===== src/rtl/tlul_reg_adapter.sv =====
// TL-UL (32-bit) type package and a single-outstanding TL-UL device adapter
// that turns one accepted a-channel request into a register-file strobe and a d-channel response.
package tluh_32_pkg;
  localparam logic [2:0] PutFullData    = 3'h0;
  localparam logic [2:0] PutPartialData = 3'h1;
  localparam logic [2:0] Get            = 3'h4;
  localparam logic [2:0] AccessAck      = 3'h0;
  localparam logic [2:0] AccessAckData  = 3'h1;

  typedef struct packed {
    logic        a_valid;
    logic [2:0]  a_opcode;
    logic [2:0]  a_param;
    logic [1:0]  a_size;
    logic [7:0]  a_source;
    logic [31:0] a_address;
    logic [3:0]  a_mask;
    logic [31:0] a_data;
    logic        d_ready;
  } tl_h2d_t;

  typedef struct packed {
    logic        d_valid;
    logic [2:0]  d_opcode;
    logic [2:0]  d_param;
    logic [1:0]  d_size;
    logic [7:0]  d_source;
    logic        d_sink;
    logic [31:0] d_data;
    logic        d_error;
    logic        a_ready;
  } tl_d2h_t;
endpackage

// Handshakes: a beat transfers on a clock edge where valid & ready are both high; a_ready depends
// on state only, and d_valid/d-fields stay frozen until d_ready is seen high.
module tlul_reg_adapter
  import tluh_32_pkg::*;
#(
  parameter int RegAw     = 8,
  parameter int RdLatency = 1
) (
  input  logic             clk_i,
  input  logic             rst_ni,
  input  tl_h2d_t          tl_i,
  output tl_d2h_t          tl_o,
  input  logic             tl_err_i,
  output logic             re_o,
  output logic             we_o,
  output logic [RegAw-1:0] addr_o,
  output logic [31:0]      wdata_o,
  output logic [3:0]       be_o,
  input  logic [31:0]      rdata_i,
  input  logic             error_i,
  output logic [1:0]       o_dbg_state
);
  typedef enum logic [1:0] {IDLE = 2'd0, ACCESS = 2'd1, WAIT = 2'd2, RESP = 2'd3} state_e;

  localparam logic [2:0] LatM1 = (RdLatency > 0) ? 3'(RdLatency - 1) : 3'd0;

  state_e            r_state;
  logic              r_is_get;
  logic [1:0]        r_size;
  logic [7:0]        r_source;
  logic [2:0]        r_cnt;
  logic              r_re;
  logic              r_we;
  logic [RegAw-1:0]  r_addr;
  logic [31:0]       r_wdata;
  logic [3:0]        r_be;
  logic              r_d_valid;
  logic [2:0]        r_d_opcode;
  logic [1:0]        r_d_size;
  logic [7:0]        r_d_source;
  logic [31:0]       r_d_data;
  logic              r_d_error;

  logic              w_accept;
  logic              w_a_get;
  logic              w_a_put;
  logic              w_req_err;
  logic [RegAw-1:0]  w_a_addr;
  logic              w_unused;

  assign w_accept  = tl_i.a_valid & (r_state == IDLE);
  assign w_a_get   = (tl_i.a_opcode == Get);
  assign w_a_put   = (tl_i.a_opcode == PutFullData) | (tl_i.a_opcode == PutPartialData);
  assign w_req_err = tl_err_i | (|tl_i.a_address[31:RegAw]);
  assign w_a_addr  = {tl_i.a_address[RegAw-1:2], 2'b00};
  assign w_unused  = ^{tl_i.a_param, tl_i.a_address[1:0]};

  always_ff @(posedge clk_i or negedge rst_ni) begin
    if (!rst_ni) begin
      r_state    <= IDLE;
      r_is_get   <= 1'b0;
      r_size     <= '0;
      r_source   <= '0;
      r_cnt      <= '0;
      r_re       <= 1'b0;
      r_we       <= 1'b0;
      r_addr     <= '0;
      r_wdata    <= '0;
      r_be       <= '0;
      r_d_valid  <= 1'b0;
      r_d_opcode <= '0;
      r_d_size   <= '0;
      r_d_source <= '0;
      r_d_data   <= '0;
      r_d_error  <= 1'b0;
    end else begin
      r_re <= 1'b0;
      r_we <= 1'b0;
      case (r_state)
        IDLE: begin
          if (w_accept) begin
            r_is_get <= w_a_get;
            r_size   <= tl_i.a_size;
            r_source <= tl_i.a_source;
            r_addr   <= w_a_addr;
            r_wdata  <= tl_i.a_data;
            r_be     <= tl_i.a_mask;
            if (w_req_err) begin
              // Rejected requests skip the register file and answer on the next cycle.
              r_state    <= RESP;
              r_d_valid  <= 1'b1;
              r_d_opcode <= w_a_get ? AccessAckData : AccessAck;
              r_d_size   <= tl_i.a_size;
              r_d_source <= tl_i.a_source;
              r_d_data   <= w_a_get ? 32'hFFFF_FFFF : 32'h0;
              r_d_error  <= 1'b1;
            end else begin
              r_state <= ACCESS;
              r_re    <= w_a_get;
              r_we    <= w_a_put;
            end
          end
        end
        ACCESS: begin
          if (r_is_get && (RdLatency > 0)) begin
            r_state <= WAIT;
            r_cnt   <= LatM1;
          end else begin
            r_state    <= RESP;
            r_d_valid  <= 1'b1;
            r_d_opcode <= r_is_get ? AccessAckData : AccessAck;
            r_d_size   <= r_size;
            r_d_source <= r_source;
            r_d_data   <= r_is_get ? rdata_i : 32'h0;
            r_d_error  <= error_i;
          end
        end
        WAIT: begin
          if (r_cnt == 3'd0) begin
            r_state    <= RESP;
            r_d_valid  <= 1'b1;
            r_d_opcode <= AccessAckData;
            r_d_size   <= r_size;
            r_d_source <= r_source;
            r_d_data   <= rdata_i;
            r_d_error  <= error_i;
          end else begin
            r_cnt <= r_cnt - 3'd1;
          end
        end
        RESP: begin
          if (tl_i.d_ready) begin
            r_state   <= IDLE;
            r_d_valid <= 1'b0;
          end
        end
        default: r_state <= IDLE;
      endcase
    end
  end

  always_comb begin
    tl_o          = '0;
    tl_o.a_ready  = (r_state == IDLE);
    tl_o.d_valid  = r_d_valid;
    tl_o.d_opcode = r_d_opcode;
    tl_o.d_size   = r_d_size;
    tl_o.d_source = r_d_source;
    tl_o.d_data   = r_d_data;
    tl_o.d_error  = r_d_error;
  end

  assign re_o        = r_re;
  assign we_o        = r_we;
  assign addr_o      = r_addr;
  assign wdata_o     = r_wdata;
  assign be_o        = r_be;
  assign o_dbg_state = r_state;
endmodule


===== config.mk =====
export PLATFORM = sky130hd
export DESIGN_NAME = tlul_reg_adapter
export DESIGN_NICKNAME = d
export VERILOG_FILES = /design/src/rtl/tlul_reg_adapter.sv
export SDC_FILE = /design/constraint.sdc
export NUM_CORES = 1
export LEC_CHECK = 0
export CAP_MARGIN = 30
export CORE_ASPECT_RATIO = 0.6
export CORE_MARGIN = 2
export CORE_UTILIZATION = 25
export DETAILED_ROUTE_END_ITERATION = 8
export HOLD_SLACK_MARGIN = 0.12
export SYNTH_ARGS = -nofsm -noshare
export SYNTH_HDL_FRONTEND = slang
export SYNTH_SLANG_ARGS = --single-unit
export TNS_END_PERCENT = 100

===== constraint.sdc =====
create_clock -name clk_i -period 5.4 [get_ports clk_i]
set_input_delay 1.08 -clock clk_i [delete_from_list [all_inputs] [get_ports clk_i]]
set_output_delay 1.08 -clock clk_i [all_outputs]
set_load 0.05 [all_outputs]

==> results of run 1 <==
-- logic make-up (layout without fill, tap and decap cells) --
| logic type | count (synthesis) | count (layout) | synth area share |
|---|---|---|---|
| AOI/OAI and AO/OA | 48 | 48 | 0.05858 |
| adders and majority gates | 7 | 7 | 0.01864 |
| buffers and inverters | 70 | 269 | 0.06949 |
| DFF | 105 | 105 | 0.5591 |
| muxes | 108 | 108 | 0.2553 |
| other | 1 | 8 | 0.0007980 |
| and+or+nand+nor | 31 | 31 | 0.03807 |
-- per-layer routing --
metal,track usage,vias to the layer above
met5,0,-
met4,0.04007,0
met3,0.06537,17
met2,0.2038,133
met1,0.1605,1725
li1,-,1649
-- power groups by stage --
| stage | registers, uW | logic (uW) | clock network [uW] |
|---|---|---|---|
| after floorplan | 2180 | 978 | 0 |
| after global placement | 1270 | 2680 | 0 |
| after detailed placement | 1290 | 2750 | 0 |
| after CTS | 1280 | 2760 | 653 |
| after global routing | 1320 | 2870 | 688 |
| final | 1280 | 2720 | 623 |
-- path summary, 6_finish.rpt --
check / startpoint / end / slack, ns
setup reg to reg: o_dbg_state[0] / r_d_data[26] / 2.28
max in group asynchronous: rst_ni / r_size[0] / 3.44
setup / recovery: tl_i[85] / r_d_data[26] / 2.07
hold / removal: wdata_o[13] / wdata_o[13] / 0.50
hold reg to reg: wdata_o[13] / wdata_o[13] / 0.50
min in group asynchronous: rst_ni / wdata_o[6] / 0.72
-- cell usage after synthesis --
library cell | count | share of area
dfrtp_1 | 105 | 0.56
mux2_2 | 67 | 0.16
inv_1 | 40 | 0.032
mux2i_1 | 34 | 0.072
a21oi_1 | 33 | 0.035
clkbuf_1 | 15 | 0.012
buf_4 | 13 | 0.021
ha_1 | 7 | 0.019
mux2_4 | 7 | 0.022
nor4_1 | 7 | 0.0093
nand2_1 | 4 | 0.0032
nand2b_1 | 4 | 0.0053
o21ai_0 | 4 | 0.0043
nor2_1 | 3 | 0.0024
nor3_1 | 3 | 0.0032
or3_1 | 3 | 0.0040
a221oi_1 | 2 | 0.0037
buf_6 | 2 | 0.0048
nor2b_1 | 2 | 0.0027
o22ai_1 | 2 | 0.0027
a22o_1 | 1 | 0.0019
a31oi_1 | 1 | 0.0013
a32o_1 | 1 | 0.0021
and2_1 | 1 | 0.0013
and3_1 | 1 | 0.0013
conb_1 | 1 | 0.00080
nand3_1 | 1 | 0.0011
nand4_1 | 1 | 0.0013
o22a_1 | 1 | 0.0019
o311a_1 | 1 | 0.0021
o311ai_0 | 1 | 0.0019
o31ai_1 | 1 | 0.0016
or4b_4 | 1 | 0.0029
-- sequential cells by signal (all words and copies together) (netlist names) --
| register | count |
|---|---|
| we_o | 1 |
| r_d_valid | 1 |
| r_d_size | 2 |
| r_d_opcode | 1 |
| be_o | 4 |
| r_d_error | 1 |
| r_d_source | 8 |
| r_is_get | 1 |
| addr_o | 6 |
| r_cnt | 3 |
| r_size | 2 |
| wdata_o | 32 |
| o_dbg_state | 2 |
| r_source | 8 |
| r_d_data | 32 |
| re_o | 1 |
-- layout make-up --
class | instances | area, um^2 | share of cell area
clock inverter | 6 | 48.80 | 0.006709
timing repair buffer | 213 | 2137 | 0.2938
multi-input combinational | 202 | 1780 | 0.2448
sequential | 105 | 2628 | 0.3613
inverter | 40 | 150.1 | 0.02064
tap | 240 | 300.3 | 0.04129
clock buffer | 10 | 229.0 | 0.03148
-- stage by stage --
| stage | area (um^2) | hold WS [ns] |
|---|---|---|
| after CTS | 7273 | 0.5028 |
| after floorplan | 4726 | 0.4506 |
| final | 7273 | 0.5027 |
| after global routing | 7273 | 0.5140 |
| after detailed placement | 6995 | 0.4904 |
| after global placement | 6968 | 0.4728 |
-- worst max-delay path: cells and delay by family --
kind | cells | cell delay [ns]
buffers and inverters | 2 | 0.96
muxes | 1 | 0.25
AOI/OAI and AO/OA | 2 | 1.21
and+or+nand+nor | 1 | 0.07
==> impl_metrics.toml, run 1 <==
[grt]
grt_pass1_wl_um = 20370
grt.total_usage = 0.1310
grt_pass1_vias = 3913
grt_antenna_before_repair = 0
overflow = 0
grt_max_degree = 61

[routing]
wl_per_cell_um = 15.59
dr.pass1.iters = 4
dr.first_iter.drc_count = 102
routed.top_layer = "met4"
via_per_inst = 4.319
drt-met1-wl_um = 5619
drc_errors = 0
wl_um = 12720
routed-wl-met2_um = 5653
met3_length_um = 1306
ant_nets = 0
vias = 3524

[cts]
clock_path_buffers = 2
clockRootBuffer = "clkbuf_16"
htree_levels = 3
cts_resized = 0
ctsHoldBuffers = 0
numCtsBuffers = 9
clkTransAtPathRegs_ns = 0.07
cts_setup_buffers = 0
worstSkewPairLatency_ns = 0.35
cts.sinks = 105
tritoncts = "done"

[sta]
finalCriticalPeriod_ns = 3.327
fin_worst_skew_ns = 0.01146
period_share = 0.6160
slew_headroom = 0.3973
fin_ws_ns = 2.073
rsz0062_at_grt = "no"
finalSetupTns_ns = 0
worst_pin_slew_ns = 0.9041
fmax_mhz = 300.6
final_hold_viol_count = 0
drv_slew = 0
setup_viol = 0

[cells_and_area]
area_growth_syn_to_layout_pct = 54.77
fin_util = 0.3984
n_antenna_cell = 0
layout_commonest_cell = "clkdlybuf4s50_1"
final_cell_mix = "207 x clkdlybuf4s50_1, 105 x dfrtp_1, 67 x mux2_2"
layout.cells.non_filler = 816
fill_cells = 1740
final_layout_size_suffix_gt1_frac = 0.1719
fin_nets = 700

[status]
outcome = "finished clean"

[yosys]
ys_seq_area_frac = 0.5591
synthesis.area_um2 = 4700
synth_warnings = 0
avgSynthCellArea_um2 = 12.70
synthCells = 370
synth_cell_type_count = 33
synth-seq-cells = 105

[critical_path]
cp_max_fo = 26
cp_slowest_cell = "o311a_2"
critPathMaxStageDelay_ns = 0.87
start_kind = "input pin"
path_class = "in -> reg"
end_kind = "flop"
critical_path_arrival_ns = 3.59
cp.required_ns = 5.67
crit_chain = "clkdlybuf4s50_1 -> nor2b_1 -> a221oi_1 -> o311a_2 -> buf_4 -> mux2i_1"
r2r_cells = 7

[power_and_ir_drop]
comb_power_share = 0.589
p_leak_uw = 0.003109
sw_frac_of_total = 0.4550
power.share.clock = 0.135
p_per_area_nw_per_um2 = 636.2
seqPwrFrac = 0.277
fin_total_pwr_uw = 4627
power.switching_uw = 2105
ir_drop_uv = 364.8
p_int_uw = 2522

[floorplanning]
dieArea_um2 = 19950
ioPinCount = 222
design.core.area_um2 = 18260
num_rows = 38
dieHeight_um = 110.2
die_x_um = 181
initial_utilization = 0.2574

[placement]
gp_congestion = 0.7581
port_buffers = 208
dp_cells = 800
hpwlAfterDp_um = 9391
pre_cts_slack_ns = 1.684

[job]
cap_violations = 0

[hold_path]
hold_depth = 1
worstHoldPathType = "reg -> reg"
No activity file was read; power rests on OpenSTA's default activity.
==> inputs of run 2 (changes only) <==
Clock period 5.4 ns to 3.41 ns, I/O delays scaled along.
==> impl_metrics.toml, run 2 (synthesis gave the netlist of run 1 again) <==
[cells_and_area]
layout_commonest_cell = "clkdlybuf4s50_1"
n_antenna_cell = 0
fill_cells = 1736
ff_latch_area_um2 = 2628
final_layout_size_suffix_gt1_frac = 0.1730
final_cell_mix = "207 x clkdlybuf4s50_1, 105 x dfrtp_1, 67 x mux2_2"
fin_nets = 702
fin_area_um2 = 7303
multi_input_area_um2 = 1780
area_growth_syn_to_layout_pct = 55.40

[cts]
numCtsBuffers = 9
clock_path_buffers = 2
worstSkewPairLatency_ns = 0.34
cts_resized = 0
clockRootBuffer = "clkbuf_16"
cts.sinks = 105
clkTransAtPathRegs_ns = 0.08
tritoncts = "done"
htree_levels = 3

[sta]
fin_worst_skew_ns = 0.008700
slew_headroom = 0.5482
finalCriticalPeriod_ns = 2.759
setup_viol = 0
period_share = 0.8092
final_hold_viol_count = 0
drv_slew = 0
rsz0062_at_grt = "no"
worst_pin_slew_ns = 0.6776
fmax_mhz = 362.4
finalSetupTns_ns = 0

[grt]
grt_max_degree = 104
grt_util_met2 = 0.2074
grt_pass1_vias = 3791
grt.total_usage = 0.1284
overflow = 0
use_met3 = 0.06143
grt.busiest_layer = "met2"
grtUsageMet1 = 0.1574
grt_pass1_wl_um = 20040
grt_antenna_before_repair = 0

[critical_path]
cp_slowest_cell = "clkdlybuf4s50_1"
critical_path_arrival_ns = 2.08
cp.required_ns = 2.73
start_kind = "flop"
crit_chain = "inv_1 -> ha_1 -> clkdlybuf4s50_1"
cp_max_fo = 8
path_class = "reg -> out"
end_kind = "output port"
critPathMaxStageDelay_ns = 0.85

[floorplanning]
dieArea_um2 = 19950
num_rows = 38
initial_utilization = 0.2574
dieHeight_um = 110.2
ioPinCount = 222
die_x_um = 181
design.core.area_um2 = 18260

[job]
cap_violations = 0

[power_and_ir_drop]
power.share.clock = 0.140
p_leak_uw = 0.003122
seqPwrFrac = 0.277
p_per_area_nw_per_um2 = 1004
sw_frac_of_total = 0.4553
ir_drop_uv = 672.1
power.switching_uw = 3338
comb_power_share = 0.583
p_int_uw = 3994

[routing]
drc_errors = 0
wl_um = 12670
wl_per_cell_um = 15.49
vias = 3492
dr.first_iter.drc_count = 118
via_per_inst = 4.269
ant_nets = 0
dr.pass1.iters = 4

[hold_path]
worstHoldPathType = "reg -> reg"

[placement]
port_buffers = 208
hpwlAfterDp_um = 9033
place_area_um2 = 7008
gp_congestion = 0.7422

[status]
outcome = "finished clean"
run 2: layer usage:
layer  part of all wire  vias to the layer above
met2               0.45                      133
met5                  0                        -
met4             0.0054                        0
met1               0.44                     1695
li1                   -                     1658
met3               0.10                        6
run 2: power groups by stage:
stage,clock network [uW],logic [uW],registers [uW]
floorplan,0,1550,3460
global placement,0,4280,2020
detailed placement,0,4320,2040
CTS,1080,4330,2030
global route,1130,4510,2100
finish,1030,4280,2030
run 2: critical path: cells and delay by family, from the launching register on:
family | cells | cell delay [ns]
fa+ha+maj | 1 | 0.29
buf+inv | 2 | 0.97
flops | 1 | 0.48
run 2: area by class of cell:
cell class / count / share of cell area
sequential: 105 / 0.3598
timing repair buffer: 215 / 0.2957
multi-input combinational: 202 / 0.2438
tap: 240 / 0.04112
clock buffer: 10 / 0.03135
inverter: 40 / 0.02056
clock inverter: 6 / 0.007709
run 2: final timing paths:
check,end,cells past startpoint,start,slack [ns]
setup / recovery,tl_o[0],3,o_dbg_state[0],0.65
hold / removal,r_source[0],1,r_source[0],0.51
setup reg to reg,r_d_source[1],7,o_dbg_state[0],0.68
hold reg to reg,r_source[0],1,r_source[0],0.51
max in group asynchronous,r_cnt[0],3,rst_ni,1.98
min in group asynchronous,wdata_o[2],2,rst_ni,0.66
run 2: through the flow:
| stage | hold WS, ns | total power [uW] | worst slack (ns) | util | std cells |
|---|---|---|---|---|---|
| 6_report | 0.5075 | 7332 | 0.6506 | 0.4000 | 818 |
| 4_1_cts | 0.5098 | 7446 | 0.6286 | 0.4000 | 818 |
| 5_1_grt | 0.5251 | 7747 | 0.5269 | 0.4000 | 818 |
| 3_5_place_dp | 0.4806 | 6367 | 0.5035 | 0.3838 | 801 |
| 3_3_place_gp | 0.4750 | 6298 | 0.5105 | 0.3838 | 801 |
| 2_1_floorplan | 0.3864 | 5006 | 0.5806 | - | 377 |
run 2: repair_timing:
action | in CTS | in global routing
hold buffers | 1 | 0
hold endpoints to repair | 2 | 0
buffers inserted | 0 | 0
setup endpoints to repair | 0 | 0
